[config.mk]
export PLATFORM = sky130hd
export DESIGN_NAME = muldiv_sequencer
export DESIGN_NICKNAME = d
export VERILOG_FILES = /design/src/rtl/muldiv_pkg.sv /design/src/rtl/muldiv_step.sv /design/src/rtl/muldiv_sequencer.sv
export SDC_FILE = /design/constraint.sdc
export NUM_CORES = 1
export LEC_CHECK = 0
export BUFFER_PORTS_ARGS = -buffer_cell sky130_fd_sc_hd__buf_4
export CAP_MARGIN = 5
export CORE_UTILIZATION = 50
export DETAILED_ROUTE_END_ITERATION = 10
export HOLD_SLACK_MARGIN = 0.1
export PLACE_DENSITY_LB_ADDON = 0.15
export SLEW_MARGIN = 5
export SYNTH_ARGS = -nofsm -noshare
export SYNTH_HDL_FRONTEND = slang
export SYNTH_SLANG_ARGS = --single-unit
export TNS_END_PERCENT = 10
[constraint.sdc]
create_clock -name clk -period 4.7 [get_ports clk]
set_input_delay 0.705 -clock clk [delete_from_list [all_inputs] [get_ports clk]]
set_output_delay 0.705 -clock clk [all_outputs]
set_load 0.005 [all_outputs]
[src/rtl/muldiv_pkg.sv]
// Shared encodings for the RV32M multiply/divide sequencer.
package muldiv_pkg;

  localparam int unsigned XLEN_DEF = 32;

  localparam logic [2:0] MD_MUL    = 3'b000;
  localparam logic [2:0] MD_MULH   = 3'b001;
  localparam logic [2:0] MD_MULHSU = 3'b010;
  localparam logic [2:0] MD_MULHU  = 3'b011;
  localparam logic [2:0] MD_DIV    = 3'b100;
  localparam logic [2:0] MD_DIVU   = 3'b101;
  localparam logic [2:0] MD_REM    = 3'b110;
  localparam logic [2:0] MD_REMU   = 3'b111;

  typedef enum logic [1:0] {IDLE, CALC, FIX} state_e;

  function automatic logic op_a_signed(input logic [2:0] f3);
    case (f3)
      MD_MUL, MD_MULH, MD_MULHSU, MD_DIV, MD_REM: return 1'b1;
      default:                                   return 1'b0;
    endcase
  endfunction

  function automatic logic op_b_signed(input logic [2:0] f3);
    case (f3)
      MD_MUL, MD_MULH, MD_DIV, MD_REM: return 1'b1;
      default:                         return 1'b0;
    endcase
  endfunction

endpackage

[src/rtl/muldiv_step.sv]
// One iteration of the datapath: shift-add multiply or restoring divide.
module muldiv_step #(
  parameter int unsigned XLEN = 32
) (
  input  logic              is_div,
  input  logic [2*XLEN-1:0] acc_i,
  input  logic [XLEN-1:0]   m_i,
  output logic [2*XLEN-1:0] acc_o
);

  logic [XLEN:0]   sum;
  logic [XLEN-1:0] diff;
  logic            ge;

  always_comb begin
    sum  = {1'b0, acc_i[2*XLEN-1:XLEN]} + (acc_i[0] ? {1'b0, m_i} : '0);
    // When the trial subtract succeeds the difference is below m, so a
    // modulo-2^XLEN subtract of the shifted remainder is exact.
    ge   = acc_i[2*XLEN-1:XLEN-1] >= {1'b0, m_i};
    diff = acc_i[2*XLEN-2:XLEN-1] - m_i;
    if (is_div) begin
      acc_o = ge ? {diff, acc_i[XLEN-2:0], 1'b1} : {acc_i[2*XLEN-2:0], 1'b0};
    end else begin
      acc_o = {sum, acc_i[XLEN-1:1]};
    end
  end

endmodule

[src/rtl/muldiv_sequencer.sv]
// Multi-cycle RV32M unit: one bit per cycle on magnitudes, sign fix-up at the end.
module muldiv_sequencer
  import muldiv_pkg::*;
#(
  parameter int unsigned XLEN  = XLEN_DEF,
  parameter int unsigned CNT_W = 6
) (
  input  logic            clk,
  input  logic            rst,
  input  logic            start,
  input  logic [2:0]      funct3,
  input  logic [XLEN-1:0] op_a,
  input  logic [XLEN-1:0] op_b,
  input  logic            flush,
  output logic            busy,
  output logic            stall,
  output logic            done,
  output logic [XLEN-1:0] result
);

  state_e            state_q, state_d;
  logic [2:0]        f3_q, f3_d;
  logic              sign_a_q, sign_a_d, sign_b_q, sign_b_d, bz_q, bz_d;
  logic [2*XLEN-1:0] acc_q, acc_d, step_acc;
  logic [XLEN-1:0]   m_q, m_d, result_q, result_d;
  logic [CNT_W-1:0]  cnt_q, cnt_d;
  logic              done_q, done_d;

  logic              sa_in, sb_in;
  logic [XLEN-1:0]   mag_a, mag_b, quo, rem, fix_res;
  logic [2*XLEN-1:0] prod;

  assign sa_in = op_a_signed(funct3) & op_a[XLEN-1];
  assign sb_in = op_b_signed(funct3) & op_b[XLEN-1];
  assign mag_a = sa_in ? -op_a : op_a;
  assign mag_b = sb_in ? -op_b : op_b;

  muldiv_step #(.XLEN(XLEN)) u_step (
    .is_div (f3_q[2]),
    .acc_i  (acc_q),
    .m_i    (m_q),
    .acc_o  (step_acc)
  );

  // Divide-by-zero keeps the all-ones quotient regardless of operand signs.
  always_comb begin
    prod = (sign_a_q ^ sign_b_q) ? -acc_q : acc_q;
    quo  = ((sign_a_q ^ sign_b_q) && !bz_q) ? -acc_q[XLEN-1:0] : acc_q[XLEN-1:0];
    rem  = sign_a_q ? -acc_q[2*XLEN-1:XLEN] : acc_q[2*XLEN-1:XLEN];
    case (f3_q)
      MD_MUL:                       fix_res = prod[XLEN-1:0];
      MD_MULH, MD_MULHSU, MD_MULHU: fix_res = prod[2*XLEN-1:XLEN];
      MD_DIV, MD_DIVU:              fix_res = quo;
      default:                      fix_res = rem;
    endcase
  end

  always_comb begin
    state_d  = state_q;
    f3_d     = f3_q;
    sign_a_d = sign_a_q;
    sign_b_d = sign_b_q;
    bz_d     = bz_q;
    acc_d    = acc_q;
    m_d      = m_q;
    cnt_d    = cnt_q;
    result_d = result_q;
    done_d   = 1'b0;
    case (state_q)
      IDLE: begin
        if (start && !flush) begin
          state_d  = CALC;
          f3_d     = funct3;
          sign_a_d = sa_in;
          sign_b_d = sb_in;
          bz_d     = (op_b == '0);
          acc_d    = '0;
          acc_d[XLEN-1:0] = funct3[2] ? mag_a : mag_b;
          m_d      = funct3[2] ? mag_b : mag_a;
          cnt_d    = '0;
        end
      end
      CALC: begin
        if (flush) begin
          state_d = IDLE;
        end else begin
          acc_d = step_acc;
          cnt_d = cnt_q + CNT_W'(1);
          if (cnt_q == CNT_W'(XLEN - 1)) state_d = FIX;
        end
      end
      FIX: begin
        state_d = IDLE;
        if (!flush) begin
          result_d = fix_res;
          done_d   = 1'b1;
        end
      end
      default: state_d = IDLE;
    endcase
  end

  always_ff @(posedge clk) begin
    if (rst) begin
      state_q  <= IDLE;
      f3_q     <= '0;
      sign_a_q <= 1'b0;
      sign_b_q <= 1'b0;
      bz_q     <= 1'b0;
      acc_q    <= '0;
      m_q      <= '0;
      cnt_q    <= '0;
      result_q <= '0;
      done_q   <= 1'b0;
    end else begin
      state_q  <= state_d;
      f3_q     <= f3_d;
      sign_a_q <= sign_a_d;
      sign_b_q <= sign_b_d;
      bz_q     <= bz_d;
      acc_q    <= acc_d;
      m_q      <= m_d;
      cnt_q    <= cnt_d;
      result_q <= result_d;
      done_q   <= done_d;
    end
  end

  assign busy   = (state_q != IDLE);
  assign stall  = busy | (start & (state_q == IDLE) & !flush);
  assign done   = done_q;
  assign result = result_q;

endmodule

==> metrics.md <==
| Metric | Value |
|---|---|
| Top post-synthesis cells by area | dfxtp_1 20%, xnor2_1 6.2%, nand2_1 6.1% |
| Async set or reset register ratio after synthesis | 0% |
| VDD IR max | 0.000229 V |
| Worst Path Max Fanout | 22 |
| Status | finished, final reports clean |
| Leakage power | approximately 6.7 nW |
| I/O pin count | 106 |
| Non-filler instance count after layout | approximately 2,500 |
| Count leader, synth | nand2_1 |
| Multi-input gate area | approximately 11,000 um^2 |
| Count of cell types in the netlist | a little under 80 |
| Worst-path clk slew | around 0.080 ns |
| GRT Util Overall | a little under two fifths |
| Synth area leader | dfxtp_1 |
| Dpl cell area | around 16,000 um^2 |
| DRT iter0 DRCs | around 2,000 |
| Ant diodes | 0 |
| Seq/Total Area, Yosys | just under 20% |
| RSZ-0062 raised after global routing | no |
| Clock sink total | about 140 |
| Post-Syn Nets | around 2,200 |
| Critical Path Max Stage Delay | 0.96 ns |
| DP Cell Count | around 2,500 |
| Int Power | between 0.002 and 0.0025 W |
| NetSw | about 0.0016 W |
| Cell Area, Synth | about 15,000 um^2 |
| Data required, critical path | roughly 5.1 ns |
| Min cycle time layout | about 3.9 ns |
| Syn avg cell area | around 7 um^2 |
| Htree depth | 4 |
| Max cap viols | 0 |
| #FFs+latches synth | 143 |
| Die Height | 173 um |
| Crit path DAT | 4.22 ns |
| Total number of vias | between 15,000 and 20,000 |
| Die area | about 30,000 um^2 |
| Drt drc | 0 |
| Slew HR | 15.7% |
| Cts hold-fix bufs | 0 |
| Antenna violations before repair | 0 |
| Comb pwr share | around a third |
| Total length of routed wires | approximately 58,000 um |
| Die width | around 170 um |
| Post-CTS Setup Repair Bufs | 0 |
| Root buffer cell | clkbuf_16 |
| CP max stage cell | and3_1 |
| Grt total ovfl | 0 |
| Synth Instances | between 2,000 and 2,500 |
| First-pass GRT wire length | roughly 90,000 um |
| Post-route setup TNS | 0 ns |
| Layout Cell Area excl Fill | between 15,000 and 20,000 um^2 |
| Storage element area | about 2900 um^2 |
| Cts repair resizes | 0 |
| DRT antenna net count | 0 |
| Wire per inst | 23.1 um |
| Post-synth EDFFs | 0 |
| Starting Density | a little over 50% |
| Total Nets Final | approximately 2,300 |
| Router iterations before antenna repair | 6 |
| Most common library cells after synthesis | 239 x nand2_1, 237 x nor2_1, 173 x a21oi_1 |
| Crit-path cells | ha_1 -> and3_1 -> nand2_1 -> or4_1 -> nor4_1 -> a2111oi_0 -> and3_1 -> a32o_1 -> a31oi_1 -> a31oi_1 |
| FILL cells | 2,826 |
| Hold Path Class | flip-flop to flip-flop |
| Total CTS buffers | 17 |
| CP Capture Type | flip-flop |
| Hold_ws | 0.446 ns |
| Vias in the first global route | 15,075 |
| Flop-to-flop setup slack | 0.84 ns |
| Area delta synth->final | 11.8% |
| Fin Clk Skew | about 0.02 ns |
| Max frequency | 0.259 GHz |
| Setup-failing EPs final | 0 |
| Largest net degree at the start of global routing | 51 |
| Pwr/cell area | between 200 and 250 nW/um^2 |
| Final critical-path share of the clock period | between 80 and 90% |
| CTS Buffer Depth | 2 |
| HPWL after detailed placement | about 45,000 um |
| Sequential share of power | between 30% and 40% |
| Switch share | 39.0% |
| Port buffer count | ~110 |
| Core ar. | 28,700 um^2 |
| Synth warnings | 0 |
| Post-synth top area share | 19.6% |
| Primary FF master, synth | dfxtp_1 |
| Vias per Instance | between 6 and 7 |
| # rows | a little over 60 |
| Layout cells sized above 1 | between 10% and 20% |
| Final Wtd Congestion | between 1 and 1.5 |
| Worst-skew pair later-pin latency | around 0.45 ns |
| Slew Viols, Final | 0 |
| Final Hold Fails | 0 |
| Core Util, Final | between 50% and 60% |
| Worst-Margin Slew | ~1.3 ns |
| CTS tree | built |
| Crit Path Class | flip-flop to flip-flop |
| Crit start category | flip-flop |
| Power share of the clock group | 35.7% |
-- worst max-delay path, delay by kind of cell, from the launching register on --
kind / cells / cell delay [ns]
AND/OR/NAND/NOR: 5 / 1.47
flip-flops: 1 / 0.63
adder cells (fa/ha/maj): 1 / 0.37
AO/OA/AOI/OAI: 4 / 1.29
-- metrics by stage --
stage | worst slack (ns) | total power (W)
floorplan | 1.62 | 0.00219
global placement | 0.906 | 0.00260
detailed placement | 0.894 | 0.00260
CTS | 0.946 | 0.00405
global route | 0.605 | 0.00424
finish | 0.838 | 0.00408
-- area by class of cell --
type,count,area share [%]
clock inverters,15,1.13
clock buffers,17,2.60
flip-flops and latches,143,17.5
well taps,384,2.94
inverters,59,1.35
repair buffers,164,7.53
multi-input cells,1730,66.9
-- layout by cell type, fill, tap and decap left out, drive strengths merged, types with 41 or more instances in the layout --
cell type  synthesis  final
a211oi            41     41
a21oi            173    173
buf               21    164
dfxtp            143    143
ha                69     69
inv               58     68
mux2i             58     58
nand2            239    239
nor2             239    239
nor3              70     70
o21ai            152    152
xnor2            103    103
xor2             101    101
-- kinds of logic after synthesis --
family                   after synthesis  share of synthesized area [%]
multiplexers                          63                           4.36
adder cells (fa/ha/maj)               71                           6.18
flip-flops                           143                           19.6
buffers and inverters                218                           5.79
AND/OR/NAND/NOR                      741                           23.3
XOR/XNOR                             204                           12.2
AO/OA/AOI/OAI                        651                           28.6
-- metal layers --
metal | global-route usage, % | share of wire (%)
met5 | 0 | 0
met4 | 18.0 | 5.0
met3 | 7.92 | 8.9
met2 | 58.6 | 44
met1 | 50.4 | 42
-- sequential cells by signal, indices dropped and copies added (netlist names) --
name,count
cnt_q,6
m_q,32
f3_q,3
acc_q,64
sign_a_q,1
bz_q,1
done,1
state_q,2
sign_b_q,1
result,32
-- power by group through the flow --
stage / Combinational, W / Sequential (W) / Clock, W
floorplan: 0.000879 / 0.00131 / 0
global placement: 0.00124 / 0.00136 / 0
detailed placement: 0.00124 / 0.00137 / 0
CTS: 0.00124 / 0.00134 / 0.00146
global route: 0.00138 / 0.00135 / 0.00152
finish: 0.00128 / 0.00134 / 0.00146
-- worst paths after layout --
check / depth (start not counted) / from / end
hold reg to reg: 2 / result[6] / result[6]
setup reg to reg: 10 / acc_q[54] / acc_q[61]
setup / recovery: 10 / acc_q[54] / acc_q[61]
hold / removal: 2 / result[6] / result[6]
No activity file was read; power rests on OpenSTA's default activity.
